**src/rtl/aes_stream.sv**
```systemverilog
// ---------------------------------------------------------------------------
// aes_stream
// Byte-serial front end for an iterative AES encrypt/decrypt core.
// Collects a 128-bit key and/or a 128-bit data block from an 8-bit
// valid/ready stream, launches one core operation with a one-cycle strobe,
// captures the 128-bit result and streams it back out as 16 bytes.
// Byte order: first byte of a block <-> bits [0:7], 16th byte <-> [120:127].
//
// Optional feature macro: AES_STREAM_TIMEOUT_EN
//   defined   : WAIT gives up after TIMEOUT cycles, pulses err_o, returns
//               to IDLE with the stored key retained.
//   undefined : WAIT waits indefinitely for the core; TIMEOUT is unused.
//
// Ports:
//   clk_i, reset_i          clock (rising edge), async active-low reset
//   din_i/din_valid_i/din_ready_o      input byte stream
//   mode_i, key_new_i       frame attributes, sampled with the first byte
//   dout_o/dout_valid_o/dout_ready_i   output byte stream
//   err_o                   one-cycle error pulse
//   aes_mode_o/aes_key_o/aes_data_o/aes_valid_o   launch side of the core
//   aes_data_i/aes_valid_i  result side of the core
// ---------------------------------------------------------------------------
module aes_stream #(
    parameter int unsigned TIMEOUT = 255
) (
    input  logic         clk_i,
    input  logic         reset_i,
    input  logic [7:0]   din_i,
    input  logic         din_valid_i,
    output logic         din_ready_o,
    input  logic         mode_i,
    input  logic         key_new_i,
    output logic [7:0]   dout_o,
    output logic         dout_valid_o,
    input  logic         dout_ready_i,
    output logic         err_o,
    output logic         aes_mode_o,
    output logic [0:127] aes_key_o,
    output logic [0:127] aes_data_o,
    output logic         aes_valid_o,
    input  logic [0:127] aes_data_i,
    input  logic         aes_valid_i
);

    typedef enum logic [2:0] {
        ST_IDLE  = 3'd0,
        ST_KEY   = 3'd1,
        ST_DATA  = 3'd2,
        ST_START = 3'd3,
        ST_WAIT  = 3'd4,
        ST_SEND  = 3'd5
    } state_t;

    state_t       state_r;
    logic [3:0]   cnt_r;
    logic         key_valid_r;
    logic         mode_r;
    logic [0:127] key_r;
    logic [0:127] data_r;
    logic [0:127] shift_r;
    logic         din_ready_r;
    logic         dout_valid_r;
    logic         err_r;
    logic         aes_valid_r;
    logic         aes_mode_r;
    logic [0:127] aes_key_r;
    logic [0:127] aes_data_r;

    logic         din_accept_s;
    logic         dout_accept_s;
    logic         last_byte_s;

`ifdef AES_STREAM_TIMEOUT_EN
    localparam int unsigned TMO_W = (TIMEOUT > 1) ? $clog2(TIMEOUT) : 1;
    localparam logic [TMO_W-1:0] TMO_LAST = TMO_W'(TIMEOUT - 1);
    logic [TMO_W-1:0] tmo_cnt_r;
`else
    // TIMEOUT only has meaning when the timeout feature is compiled in.
    if (TIMEOUT == 0) begin : g_timeout_unused
    end
`endif

    // Handshake qualifiers; ready/valid are registered so these never reach outputs.
    assign din_accept_s  = din_valid_i & din_ready_r;
    assign dout_accept_s = dout_valid_r & dout_ready_i;
    assign last_byte_s   = (cnt_r == 4'd15);

    // Frame sequencer: state, byte counter, key/data capture and all registered outputs.
    always_ff @(posedge clk_i or negedge reset_i) begin
        if (!reset_i) begin
            state_r      <= ST_IDLE;
            cnt_r        <= 4'd0;
            key_valid_r  <= 1'b0;
            mode_r       <= 1'b0;
            key_r        <= 128'd0;
            data_r       <= 128'd0;
            shift_r      <= 128'd0;
            din_ready_r  <= 1'b0;
            dout_valid_r <= 1'b0;
            err_r        <= 1'b0;
            aes_valid_r  <= 1'b0;
            aes_mode_r   <= 1'b0;
            aes_key_r    <= 128'd0;
            aes_data_r   <= 128'd0;
`ifdef AES_STREAM_TIMEOUT_EN
            tmo_cnt_r    <= '0;
`endif
        end else begin
            err_r       <= 1'b0;
            aes_valid_r <= 1'b0;
            case (state_r)
                ST_IDLE: begin
                    din_ready_r <= 1'b1;
                    if (din_accept_s) begin
                        mode_r <= mode_i;
                        if (key_new_i) begin
                            // A partially overwritten key is unusable until all 16 bytes land.
                            key_r       <= {key_r[8:127], din_i};
                            key_valid_r <= 1'b0;
                            cnt_r       <= 4'd1;
                            state_r     <= ST_KEY;
                        end else if (key_valid_r) begin
                            data_r  <= {data_r[8:127], din_i};
                            cnt_r   <= 4'd1;
                            state_r <= ST_DATA;
                        end else begin
                            err_r <= 1'b1;
                        end
                    end
                end
                ST_KEY: begin
                    if (din_accept_s) begin
                        key_r <= {key_r[8:127], din_i};
                        cnt_r <= cnt_r + 4'd1;
                        if (last_byte_s) begin
                            key_valid_r <= 1'b1;
                            state_r     <= ST_DATA;
                        end
                    end
                end
                ST_DATA: begin
                    if (din_accept_s) begin
                        data_r <= {data_r[8:127], din_i};
                        cnt_r  <= cnt_r + 4'd1;
                        if (last_byte_s) begin
                            // Launch registers load here so they are stable in START.
                            din_ready_r <= 1'b0;
                            aes_valid_r <= 1'b1;
                            aes_mode_r  <= mode_r;
                            aes_key_r   <= key_r;
                            aes_data_r  <= {data_r[8:127], din_i};
                            state_r     <= ST_START;
                        end
                    end
                end
                ST_START: begin
`ifdef AES_STREAM_TIMEOUT_EN
                    tmo_cnt_r <= '0;
`endif
                    state_r <= ST_WAIT;
                end
                ST_WAIT: begin
                    if (aes_valid_i) begin
                        shift_r      <= aes_data_i;
                        dout_valid_r <= 1'b1;
                        state_r      <= ST_SEND;
                    end else begin
`ifdef AES_STREAM_TIMEOUT_EN
                        if (tmo_cnt_r == TMO_LAST) begin
                            err_r       <= 1'b1;
                            din_ready_r <= 1'b1;
                            state_r     <= ST_IDLE;
                        end else begin
                            tmo_cnt_r <= tmo_cnt_r + 1'b1;
                        end
`else
                        state_r <= ST_WAIT;
`endif
                    end
                end
                ST_SEND: begin
                    if (dout_accept_s) begin
                        shift_r <= {shift_r[8:127], 8'h00};
                        cnt_r   <= cnt_r + 4'd1;
                        if (last_byte_s) begin
                            dout_valid_r <= 1'b0;
                            din_ready_r  <= 1'b1;
                            state_r      <= ST_IDLE;
                        end
                    end
                end
                default: begin
                    state_r      <= ST_IDLE;
                    cnt_r        <= 4'd0;
                    din_ready_r  <= 1'b1;
                    dout_valid_r <= 1'b0;
                end
            endcase
        end
    end

    assign din_ready_o  = din_ready_r;
    assign dout_o       = shift_r[0:7];
    assign dout_valid_o = dout_valid_r;
    assign err_o        = err_r;
    assign aes_mode_o   = aes_mode_r;
    assign aes_key_o    = aes_key_r;
    assign aes_data_o   = aes_data_r;
    assign aes_valid_o  = aes_valid_r;

endmodule

```
**config.mk**
```make
export PLATFORM = sky130hd
export DESIGN_NAME = aes_stream
export DESIGN_NICKNAME = d
export VERILOG_FILES = /design/src/rtl/aes_stream.sv
export SDC_FILE = /design/constraint.sdc
export NUM_CORES = 1
export LEC_CHECK = 0
export ABC_AREA = 1
export BUFFER_PORTS_ARGS = -buffer_cell sky130_fd_sc_hd__clkbuf_2
export CORE_ASPECT_RATIO = 1.2
export CORE_MARGIN = 4
export CORE_UTILIZATION = 35
export CTS_BUF_LIST = sky130_fd_sc_hd__clkbuf_8
export CTS_CLUSTER_DIAMETER = 200
export CTS_CLUSTER_SIZE = 16
export DETAILED_ROUTE_END_ITERATION = 10
export PLACE_DENSITY_LB_ADDON = 0.2
export SETUP_SLACK_MARGIN = 0.5
export SLEW_MARGIN = 10
export SYNTH_ARGS = -nofsm -noshare
export SYNTH_HDL_FRONTEND = slang
export SYNTH_SLANG_ARGS = --single-unit
```
**constraint.sdc**
```tcl
create_clock -name clk_i -period 1.8 [get_ports clk_i]
set_input_delay 0.18 -clock clk_i [delete_from_list [all_inputs] [get_ports clk_i]]
set_output_delay 0.18 -clock clk_i [all_outputs]
set_load 0.02 [all_outputs]
```
# Yosys cells after proc, flatten, opt, wreduce, memory -nomap -nowiden
# Index checks and enable logic that the tools add are counted.
# word_totals
regBits	646
inputBits	143
output_inout_bits	269
elab_cells	105
# classes
add_sub_neg	1
n_eq_ne	19
mux	48
bitwise	5
n_reduce_logical	18
# op_table
operator	count
128-bit 2-to-1 mux	5
128-bit case mux with 2 select lines	2
120-bit 2-to-1 mux	4
120-bit case mux with 2 select lines	1
3-bit 2-to-1 mux	9
2-bit inequality test (second input constant)	11
4-bit 2-to-1 mux	5
5-bit AND reduction	4
3-bit case mux with 6 select lines	1
1-bit 2-to-1 mux	17
4-bit case mux with 4 select lines	1
4-bit AND reduction	2
8-bit AND reduction	1
3-bit by 2-bit == test with 1-bit output (second input constant)	2
3-bit == test (second input constant)	2
1-bit case mux with 3 select lines	2
3-bit AND reduction	2
2-bit nonzero test	3
4-bit by 1-bit adder with 4-bit output (second input constant)	1
4-bit == test (second input constant)	1
2-bit OR reduction	2
4-bit OR reduction	1
3-bit by 1-bit == test with 1-bit output (second input constant)	1
3-bit logical NOT	1
7 further kinds	10

# Longest topological paths before layout
# Gate-level depths: netlist (run 1).
# depth
word_depth	4
ltp_mapped	10
ltp_nobuf	9

# Worst setup path after synthesis (run 1)
# OpenSTA, ideal clock, no wires.
# synth_timing
kind	register to register
from	reg cnt_r[0]
to	reg aes_data_r (netlist bit aes_data_o[10])
t_arrival_ns	1.400
required_ns	1.670
slack_ns	0.269
path_stages_with_launch	10
n_path_buf	3
period_less_slack_ns	1.531
cell_sequence	dfrtp_1 ha_1 nand2_1 nor2_1 nand3_2 buf_6 buf_6 buf_6 nand2_1 o21ai_1
# synth_between
elab_chain_cells	2
# synth_lines
item	line_no	source
start, declared	55	logic [3:0] cnt_r;
start signal, assigned	134	cnt_r <= cnt_r + 4'd1;
start signal, assigned	144	cnt_r <= cnt_r + 4'd1;
start signal, assigned	184	cnt_r <= cnt_r + 4'd1;
4-bit == test	86	assign last_byte_s = (cnt_r == 4'd15);
3-bit AND reduction (no source line)	--	
end signal, assigned	151	aes_data_r <= {data_r[8:127], din_i};
end, declared	67	logic [0:127] aes_data_r;
# Every way passes these cells.
# A chain may end at the register's enable or synchronous reset.

# Final worst setup path (run 1)
# layout_timing
from	reg state_r[1]
to	reg shift_r[76] (netlist name)
# layout_between
elab_chain_cells	3
elab_cells_between_ends	7
cone_classes	4 x eq/ne; 1 x mux; 2 x reduce/logical
# layout_lines
item	line_no	source
start, declared	54	state_t state_r;
start signal, assigned	91	state_r <= ST_IDLE;
start signal, assigned	121	state_r <= ST_KEY;
start signal, assigned	125	state_r <= ST_DATA;
3-bit == test	111	case (state_r)
2-bit inequality test (no source line) / 2-bit nonzero test (equally long branches)	--	
3-bit AND reduction (no source line)	--	
end signal, assigned	164	shift_r <= aes_data_i;
end signal, assigned	183	shift_r <= {shift_r[8:127], 8'h00};
end, declared	60	logic [0:127] shift_r;
# Parallel ways exist; a longest one is shown, timed or not.

==> results.ini, run 1 <==
[sta]
max_freq_mhz = 572
period_minus_slack_ns = 1.75
hold_violations = 0
fin_crit_sh_pct = 97.2
tightest_slew_ns = 0.478
finalSetupTns_ns = 0
clock_skew_ns = 0.0230
maxSlewHeadroom_pct = 68.1
rsz0062_at_grt = yes
finalMaxSlewViolations = 0
finalSetupViolCount = 0
postLayoutSetupSlackWorst_ns = 0.0512
whs_ns = 0.0646

[critical_path]
cp-end-kind = flip-flop
cp.required_ns = 2.35
crit_fanout = 10
cp_slowest_cell = dfrtp_1
arrival_ns = 2.29
cp_cell_sequence = buf_6 -> nor2_4 -> nand2_8 -> o21ai_4 -> buf_12 -> buf_4 -> buf_16 -> nand2_2 -> o21ai_1
critPathLaunchType = flip-flop
critPathMaxStageDelay_ns = 0.41
critical_path_class = flip-flop to flip-flop

[pwr]
p_leak_nw = 16.1
peakVddDrop_mv = 0.592
total_power_w = 0.0388
power_density_mw_per_mm2 = 1170

[grt]
grt_max_degree = 81
antenna_found_initial = 3
grt_pass1_wl_mm = 111
overflow = 0
track_usage_pct = 17.5
grt_pass1_vias = 19709

[clock_network]
cts.sinks = 646
cts_max_level = 2
clk_latency_ns = 0.64
clock-root-buffer = clkbuf_8
cts.clk_slew.worst_paths_ns = 0.11
cts_tree = yes
clock_path_buffers = 3
cts_inserted_buffers = 46

[synthesis]
synthFlopType = dfrtp_1
syn_avg_cell_area_um2 = 9.18
synth_edf_count = 0
syn-cell-area_mm2 = 0.0258
synthTopCellsByArea = dfrtp_1, nand2_1, o21ai_0, o21ai_1, inv_1
async_flop_share_pct = 100
yosys.area.top_type_share_pct = 62.6
yosys-top-cells-count = nand2_1, dfrtp_1, o21ai_0, inv_1, o21ai_1
synth_cell_types = 25
yosysTopAreaCell = dfrtp_1
synth.net_count = 2959
synth_most_common_cell = nand2_1
yosysWarnings = 0
netlist_instances = 2815
synth_seq_cells = 646
synth-seq-area-share_pct = 62.6

[placement]
port_buffers = 411
hpwl_mm = 47.1
dpl_worst_slack_ns = 0.00928
gp_congestion = 0.787

[layout]
nFillCells = 7051
drive_gt1_share_pct = 20.7
layout.nets = 3540
syn2layout_area_growth_pct = 28.1

[detailed_routing]
first_pass_iters = 5
viasPerCell = 4.61
vias = 19997
drt-total-wl_mm = 73.3
drtIter0Drc = 1357
drc_errors = 0
ant_nets = 0
wl_per_cell_um = 16.9

[outcome]
outcome = finished clean

[die]
row_count = 108
start_util_pct = 35.5
die_area_mm2 = 0.0782
die_h_um = 306
die_w_um = 256
num_io_pins = 412
core_mm2 = 0.0727

[run]
max_cap_violations = 0

[worst_hold_path]
hold_path_class = input port to async pin

-- what timing repair did --
item | in CTS | in global routing
gates resized for setup | 48 | 156
endpoints found under the hold margin | 804 | 0
gates cloned | 12 | 33
pin swaps | 3 | 5
hold buffers | 141 | 0
endpoints found under the setup margin | 913 | 914
setup buffers | 13 | 11
-- worst paths after layout --
path,startpoint,endpoint,slack (ns),depth (start not counted)
setup / recovery,state_r[1],shift_r[76],0.05,9
min in group clk_i,dout_ready_i,state_r[2],0.16,5
hold reg to reg,key_r[2],aes_key_o[2],0.49,2
setup reg to reg,state_r[1],shift_r[76],0.05,9
hold / removal,reset_i,aes_data_o[36],0.06,2
max in group asynchronous,reset_i,aes_data_o[115],0.87,3
-- cell usage in the layout (no fill, tap or decap) --
cell type	synthesis	final
a21oi_1	11	11
buf_12	0	31
buf_16	0	24
buf_4	27	49
buf_6	39	13
buf_8	0	9
bufbuf_16	0	1
clkbuf_16	0	30
clkbuf_2	1	410
clkbuf_8	0	47
clkinvlp_4	0	1
dfrtp_1	646	645
dfrtp_2	0	1
diode_2	0	3
dlygate4sd3_1	0	141
ha_2	0	1
inv_1	372	370
inv_2	4	2
inv_4	0	4
inv_8	0	1
nand2_1	811	772
nand2_2	3	20
nand2_4	0	21
nand2_8	0	1
nand3_1	21	20
nand3_2	2	1
nand3_4	0	2
nor2_1	25	23
nor2_2	2	2
nor2_4	2	4
nor2_8	1	1
nor3_1	2	2
o21a_1	1	1
o21ai_0	414	353
o21ai_1	320	355
o21ai_2	2	26
o21ai_4	0	2
-- report_power, final --
part	total, W	leakage [nW]	internal, W	switching, W
Combinational	0.0128	7.08	0.00538	0.00743
Clock	0.00704	0.344	0.00237	0.00467
Sequential	0.0189	8.69	0.0176	0.00133
Total	0.0388	16.1	0.0253	0.0134
-- state kept, by name (all words and copies together) (netlist names), 3 cells and up --
name and count:
state_r 3, shift_r 128, aes_data_o 128, cnt_r 4, key_r 128, data_r 120
aes_key_o 128
-- kinds of logic after synthesis --
group                      synth area share [%]
adders and majority gates                0.0484
buffers and inverters                      9.88
and+or+nand+nor                            13.0
DFF                                        62.6
AOI/OAI and AO/OA                          14.5
-- per-stage QoR --
stage	instance area [um2]	utilization (%)	cells
floorplan	26000	-	2815
global placement	29000	40.0	4073
detailed placement	29000	40.0	4073
CTS	31700	43.7	4288
global route	33100	45.5	4334
finish	33100	45.5	4335
-- layer usage --
layer,wire length [um],track usage (%),vias up
met5,0,0,-
met4,2550,6.25,0
met3,3420,3.06,127
met2,34700,28.4,506
met1,32500,23.8,9410
li1,-,-,9954
-- area by class of cell --
type	instances	area [um2]	share of cell area (%)
sequential	646	16200	48.9
multi-input combinational	1618	7480	22.6
timing repair buffer	708	6180	18.7
inverter	376	1420	4.30
tap	935	1170	3.54
clock buffer	47	647	1.95
clock inverter	2	18.8	0.0567
antenna	3	7.51	0.0227
-- critical path, delay by kind of cell, from the launching register on --
family	cells	cell delay, ns
and+or+nand+nor	3	0.30
DFF	1	0.41
buffers and inverters	4	0.62
AOI/OAI and AO/OA	2	0.29
No activity file was read; power rests on OpenSTA's default activity.
==> inputs of run 2 (changes only) <==
==> constraint.sdc (replaced) <==
create_clock -name clk_i -period 1.8 [get_ports clk_i]
set_input_delay 0.27 -clock clk_i [delete_from_list [all_inputs] [get_ports clk_i]]
set_output_delay 0.27 -clock clk_i [all_outputs]
set_load 0.02 [all_outputs]
==> results.ini, run 2 (same netlist as run 1, synthesis figures left out) <==
[outcome]
outcome = finished clean

[detailed_routing]
vias = 20256  ; +1.3%
ant_nets = 0  ; unchanged
viasPerCell = 4.64  ; +0.67%
m1WireLength_mm = 33.8  ; +3.8%
wl_per_cell_um = 17.3  ; +2.5%
wl_met3_mm = 2.92  ; -15%
drtIter0Drc = 1361  ; +0.29%
wl_met2_mm = 36.6  ; +5.3%
drt-total-wl_mm = 75.6  ; +3.2%
top_layer = met4
drc_errors = 0  ; unchanged
first_pass_iters = 7  ; +2

[die]
row_count = 108  ; unchanged
start_util_pct = 35.5  ; unchanged
die_h_um = 306  ; unchanged
die_area_mm2 = 0.0782  ; unchanged
die_w_um = 256  ; unchanged
core_mm2 = 0.0727  ; unchanged
num_io_pins = 412  ; unchanged

[grt]
grt_pass1_vias = 19844  ; +0.68%
track_usage_pct = 17.6  ; +0.060 points
overflow = 0  ; unchanged
grt_pass1_wl_mm = 112  ; +0.47%
grt_max_degree = 121  ; +49%
antenna_found_initial = 2  ; -1

[critical_path]
critPathMaxStageDelay_ns = 0.43  ; +0.02 ns
crit_path_frequent_cell = buf_6
cp_slowest_cell = dfrtp_2
cp-end-kind = flip-flop
arrival_ns = 2.26  ; -0.03 ns
critical_path_class = flip-flop to flip-flop
cp.required_ns = 2.31  ; -0.04 ns
crit_fanout = 8  ; -2
critPathLaunchType = flip-flop
cp_cell_sequence = buf_6 -> nor2_8 -> nand2_4 -> nor2_4 -> o21ai_4 -> buf_6 -> buf_12 -> clkbuf_16 -> nand2_1 -> o21ai_0
rrSetupSlack_ns = 0.06  ; about the same

[clock_network]
cts_inserted_buffers = 46  ; unchanged
cts.sinks = 646  ; unchanged
clock-root-buffer = clkbuf_8
cts.clk_slew.worst_paths_ns = 0.12  ; about the same
clock_path_buffers = 3  ; unchanged
cts_tree = yes
clk_latency_ns = 0.66  ; +0.02 ns
cts_max_level = 2  ; unchanged

[layout]
multiInputGateArea_mm2 = 0.00767  ; +2.6%
drive_gt1_share_pct = 23.1  ; +2.3 points
layout_commonest_cell = nand2_1
layout.nets = 3568  ; +0.79%
syn2layout_area_growth_pct = 30.7
nFillCells = 6951  ; -1.4%
final_cell_mix = nand2_1, dfrtp_1, clkbuf_2
seqCellArea_mm2 = 0.0162  ; about the same

[sta]
rsz0062_at_grt = yes
finalMaxSlewViolations = 0  ; unchanged
maxSlewHeadroom_pct = 70.4  ; +2.3 points
hold_violations = 0  ; unchanged
period_minus_slack_ns = 1.74  ; -0.00541 ns
finalSetupTns_ns = 0  ; unchanged
clock_skew_ns = 0.0348  ; +0.0118 ns
finalSetupViolCount = 0  ; unchanged
tightest_slew_ns = 0.444  ; -0.0343 ns
whs_ns = 0.0603  ; -0.00429 ns
max_freq_mhz = 574  ; +0.31%
fin_crit_sh_pct = 96.9  ; -0.30 points

[placement]
port_buffers = 411  ; unchanged
hpwl_mm = 48.0  ; +1.9%
gp_congestion = 0.789  ; +0.28%

[pwr]
peakVddDrop_mv = 0.764  ; +29%
power_density_mw_per_mm2 = 1160  ; -0.82%
p_leak_nw = 16.4  ; +1.7%

[worst_hold_path]
hold_path_class = input port to flip-flop

[run]
max_cap_violations = 0  ; unchanged

run 2: cell types whose count changed in the layout (fill, tap and decap cells not counted), moves of 3 or more:
cell	change
o21ai_2	+25
inv_4	-3
clkbuf_16	+9
nand2_1	-29
buf_6	+3
o21ai_0	-48
buf_12	+6
o21ai_1	+23
nand2_2	+27
buf_8	+11
run 2: layer usage:
layer / up-vias / track usage [%]
li1: 10010 / -
met4: 0 / 5.68
met2: 451 / 29.2
met5: - / 0
met3: 116 / 2.77
met1: 9679 / 23.7
run 2: repair_timing:
item | CTS | global route
pin swaps | 4 | 16
hold endpoints to repair | 474 | 0
hold buffers | 140 | 0
endpoints found under the setup margin | 913 | 913
cloned | 7 | 49
setup buffers | 12 | 17
gates resized for setup | 43 | 269
run 2: area by class of cell:
cell class                      instances  area share (%)
Sequential cell                       646            47.9
Timing Repair Buffer                  736            19.7
Clock buffer                           47            1.92
Inverter                              376            4.21
Multi-Input combinational cell       1618            22.7
Clock inverter                          2          0.0556
Tap cell                              935            3.46
Antenna cell                            2          0.0148
run 2: final timing paths:
path                            cells after the start        from            end
min in group asynchronous                           2     reset_i  aes_key_o[32]
worst max register to register                     10  state_r[0]      key_r[26]
worst max-delay path                               10  state_r[0]      key_r[26]
worst min-delay path                                3    din_i[1]     key_r[126]
worst min register to register                      2    key_r[1]   aes_key_o[1]
max in group asynchronous                           4     reset_i    shift_r[83]
run 2: metrics by stage:
stage / worst slack [ns] / instances / cell area (um2) / utilization [%] / total power (W)
2_1_floorplan: 0.323 / 2815 / 26000 / - / 0.0260
3_3_place_gp: 0.0665 / 4086 / 29300 / 40.3 / 0.0287
3_5_place_dp: -0.0118 / 4086 / 29300 / 40.3 / 0.0289
4_1_cts: 0.0903 / 4294 / 31800 / 43.8 / 0.0376
5_1_grt: -0.0226 / 4361 / 33800 / 46.4 / 0.0421
6_report: 0.0566 / 4362 / 33800 / 46.4 / 0.0392
run 2: critical path, delay by kind of cell, from the launching register on:
| kind | cells | cell delay (ns) |
|---|---|---|
| AO/OA/AOI/OAI | 2 | 0.17 |
| buffers and inverters | 4 | 0.58 |
| flip-flops | 1 | 0.43 |
| AND/OR/NAND/NOR | 4 | 0.43 |
run 2: where the power goes:
part           switching, W  internal (W)  leakage (nW)
Sequential          0.00136        0.0176          8.69
Clock               0.00474       0.00237         0.344
Combinational       0.00763       0.00553          7.35
Total                0.0137        0.0255          16.4
==> inputs of run 3 (changes only) <==
SETUP_SLACK_MARGIN = default   (was 0.5)
==> results.ini, run 3 (same netlist as run 1, synthesis figures left out) <==
[grt]
grt_pass1_vias = 19604  ; -1.2%
antenna_found_initial = 3  ; +1
grt_max_degree = 85  ; -30%
overflow = 0  ; unchanged
grt_pass1_wl_mm = 110  ; -1.9%
track_usage_pct = 17.2  ; -0.40 points

[placement]
dpl_worst_slack_ns = 0.0369  ; +0.0487 ns
hpwl_mm = 48.4  ; +0.95%
gp_congestion = 0.784  ; -0.67%
port_buffers = 411  ; unchanged

[die]
die_h_um = 306  ; unchanged
die_area_mm2 = 0.0782  ; unchanged
core_mm2 = 0.0727  ; unchanged
start_util_pct = 35.5  ; unchanged
die_w_um = 256  ; unchanged
row_count = 108  ; unchanged
num_io_pins = 412  ; unchanged

[detailed_routing]
drc_errors = 0  ; unchanged
first_pass_iters = 7  ; unchanged
wl_per_cell_um = 16.0  ; -7.7%
viasPerCell = 4.52  ; -2.7%
ant_nets = 0  ; unchanged
drtIter0Drc = 1325  ; -2.6%
vias = 19330  ; -4.6%
drt-total-wl_mm = 68.4  ; -9.5%

[worst_hold_path]
hold_path_class = input port to async pin

[clock_network]
cts_max_level = 2  ; unchanged
clock_path_buffers = 3  ; unchanged
cts.sinks = 646  ; unchanged
clock-root-buffer = clkbuf_8
clk_latency_ns = 0.65  ; about the same
cts.clk_slew.worst_paths_ns = 0.11  ; about the same
cts_inserted_buffers = 46  ; unchanged
cts_tree = yes

[layout]
final_cell_mix = nand2_1, dfrtp_1, o21ai_0, clkbuf_2, inv_1
drive_gt1_share_pct = 17.4  ; -5.6 points
layout.nets = 3485  ; -2.3%
layout_commonest_cell = nand2_1
syn2layout_area_growth_pct = 21.7

[critical_path]
ff2ff_path_depth = 7  ; -3
critPathLaunchType = flip-flop
arrival_ns = 2.26  ; about the same
cp.required_ns = 2.35  ; +0.04 ns
critical_path_class = flip-flop to flip-flop
reg2reg_from = state_r[1]
worst_r2r_endpoint = shift_r[116]
rrSetupSlack_ns = 0.09  ; +0.03 ns
crit_fanout = 12  ; +4
cp-end-kind = flip-flop

[pwr]
power_density_mw_per_mm2 = 1150  ; -1.2%
p_leak_nw = 15.3  ; -6.7%
peakVddDrop_mv = 0.645  ; -16%
total_power_w = 0.0361  ; -8.0%

[outcome]
outcome = finished clean

[sta]
hold_violations = 0  ; unchanged
clock_skew_ns = 0.0286  ; -0.00624 ns
fin_crit_sh_pct = 95.0  ; -1.8 points
postLayoutSetupSlackWorst_ns = 0.0896  ; +0.0330 ns
finalSetupTns_ns = 0  ; unchanged
finalMaxSlewViolations = 0  ; unchanged
tightest_slew_ns = 0.485  ; +0.0408 ns
rsz0062_at_grt = yes
whs_ns = 0.0895  ; +0.0292 ns
max_freq_mhz = 585  ; +1.9%
maxSlewHeadroom_pct = 67.7  ; -2.7 points
finalSetupViolCount = 0  ; unchanged
period_minus_slack_ns = 1.71  ; -0.0330 ns

[run]
max_cap_violations = 0  ; unchanged

## run 3: cell count changes in the layout (fill, tap and decap cells not counted), sizes merged
cell,before,now
dlymetal6s2s,0,1
clkbuf,496,460
buf,147,99
clkinvlp,1,0
inv,377,379
## run 3: critical path: stages, from the launching register on
cell	delay, ns
dfrtp_2	0.49
nor2_4	0.21
nand2_8	0.11
o21ai_4	0.25
buf_12	0.19
buf_4	0.19
nand2_1	0.08
o21ai_0	0.10
## run 3: metal layers
layer  vias to the layer above  global-route usage [%]  share of wire, %
li1                       9821                       -                 -
met1                      9022                    22.9                45
met2                       414                    29.3                48
met3                        71                    3.46               5.1
met4                         2                    3.57               1.8
met5                         -                       0             0.019
## run 3: what timing repair did
| item | in CTS | in global routing |
|---|---|---|
| pin swaps | 0 | 2 |
| gates cloned | 0 | 3 |
| hold buffers | 140 | 0 |
| hold endpoints to repair | 704 | 0 |
| setup endpoints to repair | 1 | 373 |
| resized for setup | 1 | 20 |
| buffers inserted | 0 | 4 |
## run 3: cell type report
class	count	area, um2
clock buffer	47	647
multi-input combinational	1618	7160
tap	935	1170
inverter	376	1410
timing repair buffer	653	4840
fill	7217	41300
antenna	2	5.00
sequential	646	16200
clock inverter	3	28.8
## run 3: metrics by stage
step / util, % / cell area [um2] / cells
2_1_floorplan: - / 25800 / 2815
3_3_place_gp: 40.1 / 29200 / 4081
3_5_place_dp: 40.1 / 29200 / 4081
4_1_cts: 43.0 / 31300 / 4271
5_1_grt: 43.2 / 31400 / 4280
6_report: 43.2 / 31400 / 4280
## run 3: report_power, final
part	internal (W)	leakage (nW)	switching [W]
Clock	0.00238	0.353	0.00465
Sequential	0.0176	8.69	0.00133
Combinational	0.00361	6.24	0.00652
Total	0.0236	15.3	0.0125
## run 3: worst max-delay path by stage
stage	from	to	slack, ns	cells past startpoint
after floorplan	cnt_r[0]	aes_data_o[10]	0.27	9
after global placement	state_r[1]	shift_r[122]	0.02	6
after detailed placement	state_r[1]	shift_r[93]	0.04	7
after CTS	state_r[0]	shift_r[93]	0.01	8
after global routing	state_r[0]	shift_r[88]	-0.003	8
final	state_r[1]	shift_r[116]	0.09	7
